## src/rtl/int2float.sv

```systemverilog
// int2float: registered 11-bit unsigned integer to 7-bit mini-float compressor.
// The output is a 3-bit exponent and a 4-bit mantissa that carries its own
// leading one (there is no hidden bit). The value decodes as M << E.
// Bits below the mantissa are truncated toward zero.
//
// Ports:
//   clk  rising-edge clock
//   rst  synchronous active-high reset; clears E and M and takes priority
//   B    11-bit unsigned operand (B[10] is the MSB), not registered here
//   E    registered exponent, 0..7
//   M    registered mantissa, 0..15 (8..15 whenever E > 0)
module int2float (
  input  logic        clk,
  input  logic        rst,
  input  logic [10:0] B,
  output logic [2:0]  E,
  output logic [3:0]  M
);

  localparam int unsigned EXP_W = 3;
  localparam int unsigned MAN_W = 4;

  logic [EXP_W-1:0] e_c;
  logic [MAN_W-1:0] m_c;

  // Leading-one priority encoder over B[10:4]; the exponent is p - 3, or 0 if B < 16.
  always_comb begin
    e_c = '0;
    casez (B[10:4])
      7'b1??????: e_c = EXP_W'(7);
      7'b01?????: e_c = EXP_W'(6);
      7'b001????: e_c = EXP_W'(5);
      7'b0001???: e_c = EXP_W'(4);
      7'b00001??: e_c = EXP_W'(3);
      7'b000001?: e_c = EXP_W'(2);
      7'b0000001: e_c = EXP_W'(1);
      default:    e_c = '0;
    endcase
  end

  // Mantissa mux: the 4-bit window that starts at the leading one (B >> E).
  always_comb begin
    m_c = B[3:0];
    case (e_c)
      3'd1:    m_c = B[4:1];
      3'd2:    m_c = B[5:2];
      3'd3:    m_c = B[6:3];
      3'd4:    m_c = B[7:4];
      3'd5:    m_c = B[8:5];
      3'd6:    m_c = B[9:6];
      3'd7:    m_c = B[10:7];
      default: m_c = B[3:0];
    endcase
  end

  // Output register; reset wins over the conversion.
  always_ff @(posedge clk) begin
    if (rst) begin
      E <= '0;
      M <= '0;
    end else begin
      E <= e_c;
      M <= m_c;
    end
  end

endmodule

```

## config.mk

```make
export PLATFORM = sky130hd
export DESIGN_NAME = int2float
export DESIGN_NICKNAME = d
export VERILOG_FILES = /design/src/rtl/int2float.sv
export SDC_FILE = /design/constraint.sdc
export NUM_CORES = 1
export LEC_CHECK = 0
export BUFFER_PORTS_ARGS = -buffer_cell sky130_fd_sc_hd__clkbuf_2
export CAP_MARGIN = 15
export CORE_AREA = 2 2 39 41
export CTS_BUF_LIST = sky130_fd_sc_hd__clkbuf_2
export CTS_CLUSTER_SIZE = 40
export DETAILED_ROUTE_END_ITERATION = 10
export DIE_AREA = 0 0 41 43
export SYNTH_ARGS = -nofsm -noshare
export SYNTH_HDL_FRONTEND = slang
export SYNTH_SLANG_ARGS = --single-unit
```

## constraint.sdc

```tcl
create_clock -name clk -period 2.25 [get_ports clk]
set_input_delay 0.1125 -clock clk [delete_from_list [all_inputs] [get_ports clk]]
set_output_delay 0.1125 -clock clk [all_outputs]
set_load 0.005 [all_outputs]
```

==> flow_summary.toml <==
[worst_setup_path]
cp_cell_sequence = "clkbuf_2, or3_1, a21oi_1, o221ai_1, a211oi_2"
slowest_stage = "or3_1"
end_kind = "flop"
crit_fanout = 10
path_class = "input port to flop"
cp-start-kind = "input port"
path_depth = 5
critPathArrivalTime_ns = 1.17
required_ns = 2.40
cp-endpoint = "M[2]$_SDFF_PP0_"
crit_buf_inv = 1
startpoint = "B[6]"
critPathMaxStageDelay_ns = 0.39
crit_family = "compound AO/OA/AOI/OAI gates"

[routing]
first_pass_iters = 4
drc = 0
viasPerCell = 5.36
drt_iter0_drc = 13
antenna_left = 0
vias = 520
detail_route.wl_per_cell_um = 11.1
routed_wl_mm = 1.07

[logic_synthesis]
synth_top_area_share_pct = 28.4
synth_flop_cell = "dfxtp_1"
syn_area_per_cell_um2 = 7.97
synth_edf_count = 0
synth_fp_nets = 75
syn-instance-count = 62
synth-seq-cells = 7
synth_area_leaders = "dfxtp_1, a21oi_1, o211ai_1"
synth_area_um2 = 494
synth_common_cells = "dfxtp_1, nor2_1, a21oi_1"
synthesis.yosys.warnings = 0
synthArstFlopShare_pct = 0
synth-seq-area-share_pct = 28.4
yosysTopAreaCell = "dfxtp_1"
yosys.cell_types.count = 30

[sta]
worstMarginPinSlew_ns = 0.282
min_period_ns = 1.03
whs_ns = 0.157
setup_viol = 0
report.final.slew_viol_count = 0
grt_setup_unrepaired = "false"
fmax_ghz = 0.974
hold_viol_final = 0
slew_headroom_pct = 81.1
min_period_over_period_pct = 45.6
finalSetupTns_ns = 0

[cts]
cts_buffers = 3
htreeDepth = 1
clockBufferDepth = 2
cts_setup_buffers = 0
cts_hold_buf = 0
cts.repair.resized = 0
cts_tree = "done"
clkTransAtPathRegs_ns = 0.07
clock-sinks = 7
cts-root-buf = "clkbuf_2"

[finish]
finalNonFillerCells = 97
post_route_cells_drive_above_1_share_pct = 33.3
area_growth_pct = 20.8
nets = 95
antennaDiodeCount = 0
fin_util_pct = 43.1

[pwr]
p_clk_share_pct = 29.8
power_uw = 297
switchingPower_uw = 84.6
p_seq_share_pct = 45.4
combinationalPowerShare_pct = 24.8
internal_power_uw = 212
vdd_drop_max_mv = 0.107
p_leak_nw = 0.268
swShare_pct = 28.5
cellPowerDensity_mw_per_mm2 = 498

[die]
start_util_pct = 35.7
core_area_mm2 = 0.00138
io_pins = 20
fp.dieH_um = 43
die_w_um = 41
die_area_mm2 = 0.00176
rows = 14

[global_routing]
grt_pass1_vias = 460
track_usage_pct = 15.2
gr-total-overflow = 0
grt_max_degree = 12
antenna_found_initial = 0
grt_first_pass_wirelength_mm = 1.83

[outcome]
status = "finished clean"

[placement]
port_buffers = 19
dp_hpwl_um = 859
place.gp.congestion = 0.812
dp_cells = 93

[run]
maxCapViolCount = 0

[min_path]
hold_path_class = "input port to flop"
[cell type report]
| type | instances | area, um^2 |
|---|---|---|
| Clock buffer | 4 | 20.0 |
| Sequential cell | 7 | 140 |
| Inverter | 4 | 15.0 |
| Timing Repair Buffer | 19 | 95.1 |
| Multi-Input combinational cell | 47 | 307 |
| Tap cell | 16 | 20.0 |
| Fill cell | 143 | 787 |
[placed cells by master (no fill, tap or decap), types with 2 or more instances in the layout]
cell type | netlist | routed
nor2b_1 | 3 | 3
o211ai_1 | 4 | 4
a21oi_1 | 6 | 6
o21ai_0 | 3 | 3
nor2_1 | 7 | 7
nand2b_1 | 2 | 2
inv_1 | 3 | 3
clkbuf_2 | 0 | 23
a211oi_1 | 2 | 2
dfxtp_1 | 7 | 7
nand2_1 | 3 | 3
[state kept, by name, indices dropped and copies added (netlist names)]
name and count:
M 4, E 3
[metrics by stage]
step | setup WS (ns) | instance area [um^2]
finish | 1.22 | 597
CTS | 1.23 | 597
global placement | 1.02 | 577
floorplan | 1.17 | 494
global route | 1.15 | 597
detailed placement | 0.991 | 577
[metal layers]
metal  share of wire (%)  wire length, um  GRT usage (%)  vias to the layer above
li1                    -                -              -                      269
met1                  46              489           20.1                      229
met2                  46              498           22.2                       20
met3                 6.9               74           1.57                        2
met4                0.93               10           10.0                        0
met5                   0                0              0                        -
[logic make-up (layout without fill, tap and decap cells)]
logic type	count (synthesis)	count (layout)	synth area share, %
AO/OA/AOI/OAI	22	22	31.6
AND/OR/NAND/NOR	25	25	30.4
flip-flops	7	7	28.4
buffers and inverters	8	27	9.62
[power groups by stage]
stage                     combinational (mW)  sequential [mW]  clock [mW]
after global placement                0.0740            0.138           0
final                                 0.0736            0.135      0.0886
after CTS                             0.0739            0.135      0.0938
after global routing                  0.0839            0.136       0.103
after detailed placement              0.0736            0.138           0
after floorplan                       0.0445            0.139           0
[how the worst min path moves through the flow]
stage | from | to | slack, ns | cells past startpoint
3_5_place_dp | rst | M[2]$_SDFF_PP0_ | 0.39 | 2
3_3_place_gp | rst | M[2]$_SDFF_PP0_ | 0.39 | 2
5_1_grt | rst | M[2]$_SDFF_PP0_ | 0.15 | 2
6_report | rst | M[2]$_SDFF_PP0_ | 0.16 | 2
4_1_cts | rst | M[2]$_SDFF_PP0_ | 0.14 | 2
2_1_floorplan | rst | M[2]$_SDFF_PP0_ | 0.18 | 1
No activity file was read; power rests on OpenSTA's default activity.
